## src/rtl/dma_apb_bridge.sv

```systemverilog
// dma_apb_bridge
//   APB requester that drains the DMA channel's command FIFO. Each command is
//   {pwrite, psel, paddr, pdata}. It is executed as a SETUP/ACCESS transfer
//   to one of APB_SVL slaves. Read results return through a
//   first-word-fall-through response FIFO.
//
// Ports
//   clk, reset           clock, synchronous active-high reset
//   i_abort              flush both FIFOs and the sticky error flag
//   i_dma2apb_wvalid     command push; i_apb_pwrite/psel/paddr/pdata carry it
//   o_dma2apb_full       command FIFO full
//   i_apb2dma_rready     response pop
//   o_apb2dma_empty      response FIFO empty
//   o_apb_rdata          response FIFO head
//   o_psel .. o_pwdata   APB requester outputs
//   i_pready, i_prdata,  per-slave completer inputs; slave k's read data is
//   i_pslverr            at i_prdata[k*W +: W]
//   o_slverr             sticky slave-error flag
//
// Build option
//   DMA_APB_BRIDGE_TIMEOUT_EN  forces ACCESS to complete after TIMEOUT_CYCLES
//                              cycles without pready. The forced completion
//                              returns zero read data and sets o_slverr.
//
// state  | meaning
// S_IDLE   | no transfer; pops the command FIFO head when it can be issued
// S_SETUP  | APB setup phase: psel high, penable low
// S_ACCESS | APB access phase: psel and penable high until pready (or timeout)

module dma_apb_bridge #(
  parameter int APB_SVL        = 4,
  parameter int APB_ADDR_WIDTH = 16,
  parameter int APB_DATA_WIDTH = 16,
  parameter int CMD_DEPTH      = 4,
  parameter int RSP_DEPTH      = 4,
  parameter int TIMEOUT_CYCLES = 255
) (
  input  logic                              clk,
  input  logic                              reset,
  input  logic                              i_abort,
  input  logic                              i_dma2apb_wvalid,
  input  logic                              i_apb_pwrite,
  input  logic [$clog2(APB_SVL)-1:0]        i_apb_psel,
  input  logic [APB_ADDR_WIDTH-1:0]         i_apb_paddr,
  input  logic [APB_DATA_WIDTH-1:0]         i_apb_pdata,
  output logic                              o_dma2apb_full,
  input  logic                              i_apb2dma_rready,
  output logic                              o_apb2dma_empty,
  output logic [APB_DATA_WIDTH-1:0]         o_apb_rdata,
  output logic [APB_SVL-1:0]                o_psel,
  output logic                              o_penable,
  output logic                              o_pwrite,
  output logic [APB_ADDR_WIDTH-1:0]         o_paddr,
  output logic [APB_DATA_WIDTH-1:0]         o_pwdata,
  input  logic [APB_SVL-1:0]                i_pready,
  input  logic [APB_SVL*APB_DATA_WIDTH-1:0] i_prdata,
  input  logic [APB_SVL-1:0]                i_pslverr,
  output logic                              o_slverr
);

  localparam int SEL_W = $clog2(APB_SVL);
  localparam int AW    = APB_ADDR_WIDTH;
  localparam int DW    = APB_DATA_WIDTH;
  localparam int CMD_W = 1 + SEL_W + AW + DW;
  localparam int CPW   = $clog2(CMD_DEPTH);
  localparam int RPW   = $clog2(RSP_DEPTH);

  typedef enum logic [1:0] {
    S_IDLE   = 2'd0,
    S_SETUP  = 2'd1,
    S_ACCESS = 2'd2
  } state_t;

  state_t state, state_nxt;

  logic [CMD_W-1:0] cmd_mem [CMD_DEPTH];
  logic [CPW-1:0]   cmd_wr_ptr, cmd_rd_ptr;
  logic [CPW:0]     cmd_cnt;
  logic [CMD_W-1:0] cmd_head;
  logic             cmd_push, cmd_pop;

  logic [DW-1:0]    rsp_mem [RSP_DEPTH];
  logic [RPW-1:0]   rsp_wr_ptr, rsp_rd_ptr;
  logic [RPW:0]     rsp_cnt;
  logic [RPW:0]     rsp_level;
  logic [DW-1:0]    rsp_wdata;
  logic             rsp_push, rsp_pop;

  logic             xfer_write;
  logic [SEL_W-1:0] xfer_sel;
  logic [AW-1:0]    xfer_addr;
  logic [DW-1:0]    xfer_data;
  logic             aborted_q;

  logic             sel_ready, sel_err, timeout_hit, xfer_done, issue_ok;

  assign o_dma2apb_full  = (cmd_cnt == (CPW+1)'(CMD_DEPTH));
  assign o_apb2dma_empty = (rsp_cnt == '0);
  assign o_apb_rdata     = o_apb2dma_empty ? '0 : rsp_mem[rsp_rd_ptr];

  assign cmd_push = i_dma2apb_wvalid && !o_dma2apb_full && !i_abort;
  assign rsp_pop  = i_apb2dma_rready && !o_apb2dma_empty && !i_abort;
  assign cmd_head = cmd_mem[cmd_rd_ptr];

  assign sel_ready = i_pready[xfer_sel];
  assign sel_err   = i_pslverr[xfer_sel];
  assign xfer_done = (state == S_ACCESS) && (sel_ready || timeout_hit);

  // A transfer that was aborted still finishes on the bus, but its result is dropped.
  assign rsp_push  = xfer_done && !xfer_write && !aborted_q && !i_abort;
  assign rsp_wdata = timeout_hit ? '0 : i_prdata[xfer_sel*DW +: DW];

  // A read may issue only when its result is guaranteed a slot. The slot
  // count includes a result being pushed this very cycle.
  assign rsp_level = rsp_cnt + (RPW+1)'(rsp_push);
  assign issue_ok  = (cmd_cnt != '0) && !i_abort &&
                     (cmd_head[CMD_W-1] || (rsp_level < (RPW+1)'(RSP_DEPTH)));

`ifdef DMA_APB_BRIDGE_TIMEOUT_EN
  localparam int TO_W = ($clog2(TIMEOUT_CYCLES+1) > 8) ? $clog2(TIMEOUT_CYCLES+1) : 8;
  logic [TO_W-1:0] to_cnt;

  // The counter is reloaded in SETUP. It reaches zero in the
  // TIMEOUT_CYCLES-th ACCESS cycle.
  always_ff @(posedge clk) begin
    if (reset) begin
      to_cnt <= '0;
    end else if (state == S_SETUP) begin
      to_cnt <= TO_W'(TIMEOUT_CYCLES - 1);
    end else if (state == S_ACCESS && to_cnt != '0) begin
      to_cnt <= to_cnt - TO_W'(1);
    end
  end

  assign timeout_hit = (state == S_ACCESS) && (to_cnt == '0) && !sel_ready;
`else
  assign timeout_hit = 1'b0;
`endif

  always_ff @(posedge clk) begin
    if (reset) state <= S_IDLE;
    else       state <= state_nxt;
  end

  always_comb begin
    state_nxt = state;
    cmd_pop   = 1'b0;
    case (state)
      S_IDLE: begin
        if (issue_ok) begin
          cmd_pop   = 1'b1;
          state_nxt = S_SETUP;
        end
      end
      S_SETUP: state_nxt = S_ACCESS;
      S_ACCESS: begin
        if (xfer_done) begin
          if (issue_ok && !aborted_q) begin
            cmd_pop   = 1'b1;
            state_nxt = S_SETUP;
          end else begin
            state_nxt = S_IDLE;
          end
        end
      end
      default: state_nxt = S_IDLE;
    endcase
  end

  always_ff @(posedge clk) begin
    if (reset) begin
      xfer_write <= 1'b0;
      xfer_sel   <= '0;
      xfer_addr  <= '0;
      xfer_data  <= '0;
    end else if (cmd_pop) begin
      xfer_write <= cmd_head[CMD_W-1];
      xfer_sel   <= cmd_head[AW+DW +: SEL_W];
      xfer_addr  <= cmd_head[DW +: AW];
      xfer_data  <= cmd_head[0 +: DW];
    end
  end

  always_ff @(posedge clk) begin
    if (reset) begin
      aborted_q <= 1'b0;
    end else if (xfer_done) begin
      aborted_q <= 1'b0;
    end else if (i_abort && state != S_IDLE) begin
      aborted_q <= 1'b1;
    end
  end

  always_ff @(posedge clk) begin
    if (reset || i_abort) begin
      o_slverr <= 1'b0;
    end else if (xfer_done && (sel_err || timeout_hit)) begin
      o_slverr <= 1'b1;
    end
  end

  always_ff @(posedge clk) begin
    if (cmd_push) cmd_mem[cmd_wr_ptr] <= {i_apb_pwrite, i_apb_psel, i_apb_paddr, i_apb_pdata};
    if (rsp_push) rsp_mem[rsp_wr_ptr] <= rsp_wdata;
  end

  always_ff @(posedge clk) begin
    if (reset || i_abort) begin
      cmd_wr_ptr <= '0;
      cmd_rd_ptr <= '0;
      cmd_cnt    <= '0;
    end else begin
      if (cmd_push) cmd_wr_ptr <= cmd_wr_ptr + CPW'(1);
      if (cmd_pop)  cmd_rd_ptr <= cmd_rd_ptr + CPW'(1);
      case ({cmd_push, cmd_pop})
        2'b10:   cmd_cnt <= cmd_cnt + (CPW+1)'(1);
        2'b01:   cmd_cnt <= cmd_cnt - (CPW+1)'(1);
        default: cmd_cnt <= cmd_cnt;
      endcase
    end
  end

  always_ff @(posedge clk) begin
    if (reset || i_abort) begin
      rsp_wr_ptr <= '0;
      rsp_rd_ptr <= '0;
      rsp_cnt    <= '0;
    end else begin
      if (rsp_push) rsp_wr_ptr <= rsp_wr_ptr + RPW'(1);
      if (rsp_pop)  rsp_rd_ptr <= rsp_rd_ptr + RPW'(1);
      case ({rsp_push, rsp_pop})
        2'b10:   rsp_cnt <= rsp_cnt + (RPW+1)'(1);
        2'b01:   rsp_cnt <= rsp_cnt - (RPW+1)'(1);
        default: rsp_cnt <= rsp_cnt;
      endcase
    end
  end

  // psel/penable are gated by reset so a reset mid-transfer releases the bus at once.
  assign o_psel    = (state != S_IDLE && !reset) ? (APB_SVL'(1) << xfer_sel) : '0;
  assign o_penable = (state == S_ACCESS) && !reset;
  assign o_pwrite  = xfer_write;
  assign o_paddr   = xfer_addr;
  assign o_pwdata  = xfer_data;

endmodule

```

## config.mk

```make
export PLATFORM = sky130hd
export DESIGN_NAME = dma_apb_bridge
export DESIGN_NICKNAME = d
export VERILOG_FILES = /design/src/rtl/dma_apb_bridge.sv
export SDC_FILE = /design/constraint.sdc
export NUM_CORES = 1
export LEC_CHECK = 0
export ABC_AREA = 1
export CORE_MARGIN = 8
export CORE_UTILIZATION = 50
export CTS_BUF_LIST = sky130_fd_sc_hd__clkbuf_8
export DETAILED_ROUTE_END_ITERATION = 10
export PLACE_DENSITY = 0.87
export SETUP_SLACK_MARGIN = 0.5
export SYNTH_ARGS = -nofsm -noshare
export SYNTH_HDL_FRONTEND = slang
export SYNTH_SLANG_ARGS = --single-unit
export TNS_END_PERCENT = 100
```

## constraint.sdc

```tcl
create_clock -name clk -period 3.4 [get_ports clk]
set_clock_uncertainty 0.2 [all_clocks]
set_input_delay 1.02 -clock clk [delete_from_list [all_inputs] [get_ports clk]]
set_output_delay 1.02 -clock clk [all_outputs]
set_load 0.01 [all_outputs]
```

==> impl_metrics.env <==
export IMPL_status="completed"
export IMPL_groute_usage_overall=0.210
export IMPL_synth_top_area_cell="edfxtp_1"
export IMPL_min_path_cells=1
export IMPL_cts_buffers=41
export IMPL_clock_root_buffer="clkbuf_8"
export IMPL_synth_top_family_by_area="simple AND/OR/NAND/NOR gates"
export IMPL_power_mw=6.81
export IMPL_rows=54
export IMPL_routed_via_density=5.51
export IMPL_io_buffers=168
export IMPL_synthArstFlopShare=0
export IMPL_path_max_fanout=8
export IMPL_cp_required_ps=2180
export IMPL_dp_cells=1465
export IMPL_synthAdderAreaFrac=0.0150
export IMPL_num_vias=8554
export IMPL_timing_rr_start="xfer_sel[0]"
export IMPL_r2r_cells=16
export IMPL_fill_cells=1534
export IMPL_critPathCaptureType="output port"
export IMPL_crit_type="reg2out"
export IMPL_core_um2=21700
export IMPL_powerDensity_nw_per_um2=476
export IMPL_synth_fp_nets=1163
export IMPL_tightest_slew_ps=482
export IMPL_syn_to_final_growth_pct=30.3
export IMPL_ys_types=28
export IMPL_grt_busiest_layer="met2"
export IMPL_ir_drop_mv=0.437
export IMPL_io_pins=169
export IMPL_use_met3=0.0604
export IMPL_met2_usage=0.381
export IMPL_yosysSeqAreaShare=0.662
export IMPL_fin_nets=1363
export IMPL_synth_ff_type="edfxtp_1"
export IMPL_initial_core_util=0.507
export IMPL_period_needed_ps=2910
export IMPL_synth_compound_area_frac=0.100
export IMPL_p_sw_mw=1.47
export IMPL_synthXorXnorAreaFrac=0.000797
export IMPL_p_comb_frac=0.073
export IMPL_place_gp_congestion=0.876
export IMPL_synth_edf_count=204
export IMPL_tritoncts="yes"
export IMPL_pre_cts_slack_ps=-304
export IMPL_grt_overflow=0
export IMPL_clk_pin_slew_worst_paths_ps=50
export IMPL_dr_pass1_iters=7
export IMPL_syn_mean_instance_area_um2=10.6
export IMPL_final_cells=1552
export IMPL_synth_top_area_frac=0.558
export IMPL_synth_common_cells="edfxtp_1, nand2_1, nor2_1"
export IMPL_ys_ff_latch=261
export IMPL_htree_levels=2
export IMPL_die_area_um2=27000
export IMPL_rsz0062_at_grt="true"
export IMPL_grt_pass1_vias=8706
export IMPL_wl_um=29200
export IMPL_p_sw_frac=0.216
export IMPL_antenna_found_initial=2
export IMPL_grt_pass1_wl_um=44800
export IMPL_diodes=0
export IMPL_gr_usage_met1=0.233
export IMPL_fin_crit_sh=0.856
export IMPL_register_area_um2=7290
export IMPL_r2r_slack_ps=670
export IMPL_worst_slack_ps=490
export IMPL_setup_viol=0
export IMPL_hold_viol=0
export IMPL_antenna_left=0
export IMPL_cp_arrival_ps=1690
export IMPL_clock_sinks=261
export IMPL_multi_input_area_um2=3210
export IMPL_drc=0
export IMPL_timing_hold_ws_ps=268
export IMPL_die_w_um=164
export IMPL_muxShareOfSynthArea=0
export IMPL_postPlaceCellArea_um2=13200
export IMPL_synth_simple_area_share=0.163
export IMPL_grt_max_degree=40
export IMPL_worstHoldStart="rsp_cnt[0]"
export IMPL_clk_latency_ps=540
export IMPL_drive_above_1_share=0.146
export IMPL_wl_per_cell_um=18.8
export IMPL_slew_headroom=0.678
export IMPL_cp_start_kind="flop"
export IMPL_drtIter0Drc=610
export IMPL_reg2reg_to="cmd_cnt[2]"
export IMPL_synth_warnings=0
export IMPL_final_cell_area_um2=14300
export IMPL_hpwl_um=18200
export IMPL_p_int_mw=5.34
export IMPL_maxCapViolCount=0
export IMPL_synth_area_um2=11000
export IMPL_whs_endpoint="rsp_cnt[0]"
export IMPL_fp_dieH_um=164
export IMPL_synthTopCellsByArea="edfxtp_1, dfxtp_1, nand2_1"
export IMPL_leakage_nw=5.42
export IMPL_clock_power_share=0.409
export IMPL_synthCells=1039
export IMPL_fmax_ghz=0.344
export IMPL_holdCritPathClass="reg2reg"
export IMPL_drv_slew=0
export IMPL_clockBufferDepth=3
export IMPL_sequentialPowerShare=0.518
kinds of logic after synthesis:
| logic type | count (synthesis) |
|---|---|
| compound gates | 171 |
| flops | 261 |
| xor+xnor | 1 |
| fa+ha+maj | 12 |
| buf+inv | 168 |
| simple gates | 426 |
worst max-delay path, cell delays in order, from the launching register on:
cell and delay, ps:
dfxtp_4 360, nor3_4 220, buf_6 140, buf_4 100, buf_6 130, a21oi_1 60
buf_2 160
placed cells by master, fill, tap and decap left out, drive strengths merged, types with 2 or more instances in the layout:
master         synthesis  final
a21oi                 71     71
a22oi                 16     16
a32o                  35     35
buf                   22     71
bufinv                 0      3
clkbuf                40     52
clkdlybuf4s50          0    139
clkinv                 2      5
clkinvlp               0      3
dfxtp                 57     57
dlygate4sd2            0      6
edfxtp               204    204
fa                     2      2
ha                    10     10
inv                  104    120
nand2                204    204
nand3                 53     53
nand4                 38     38
nor2                 125    125
nor3                   6      6
o21ai                 46     46
sequential cells by signal (all words and copies together), names as in the netlist, named ones only:
name	count
cmd_mem	140
rsp_mem	64
o_paddr	16
o_pwdata	16
cmd_cnt	3
rsp_cnt	3
cmd_rd_ptr	2
cmd_wr_ptr	2
rsp_rd_ptr	2
rsp_wr_ptr	2
state	2
xfer_sel	2
aborted_q	1
o_pwrite	1
o_slverr	1
layout make-up:
cell class                      instances  share of cell area
Clock inverter                         25              0.0136
Inverter                              106              0.0286
Multi-Input combinational cell        610               0.224
Timing Repair Buffer                  219               0.151
Clock buffer                           51              0.0491
Tap cell                              280              0.0245
Sequential cell                       261               0.509
power by group through the flow:
| stage | logic, mW | clock network, mW | registers [mW] |
|---|---|---|---|
| 6_report | 0.495 | 2.79 | 3.53 |
| 3_3_place_gp | 0.469 | 0 | 3.59 |
| 2_1_floorplan | 0.201 | 0 | 3.60 |
| 4_1_cts | 0.491 | 2.84 | 3.53 |
| 3_5_place_dp | 0.486 | 0 | 3.60 |
| 5_1_grt | 0.536 | 2.99 | 3.53 |
timing repair:
item | 4_1_cts | 5_1_grt
pin swaps | 13 | 12
hold buffers | 0 | 0
cloned | 2 | 0
endpoints found under the setup margin | 25 | 24
resized for setup | 122 | 45
buffers inserted | 7 | 2
routing by layer:
metal,up-vias,part of all wire
li1,4013,-
met1,4047,0.37
met2,415,0.50
met3,75,0.099
met4,4,0.026
met5,-,0.00082
stage by stage:
step,util,setup TNS (ps)
after floorplan,-,-5550
after global placement,0.609,-1030
after detailed placement,0.609,-1130
after CTS,0.655,0
after global routing,0.660,0
final,0.660,0
worst max-delay path by stage:
stage | start | to | slack (ps)
2_1_floorplan | i_dma2apb_wvalid | cmd_mem[0][0] | -40
3_3_place_gp | reset | o_psel[3] | -290
3_5_place_dp | reset | o_psel[3] | -300
4_1_cts | rsp_cnt[0] | o_apb_rdata[14] | 390
5_1_grt | flop | o_apb_rdata[13] | 390
6_report | rsp_cnt[0] | o_apb_rdata[3] | 490
Note: power is estimated with default switching activity, not from simulation.
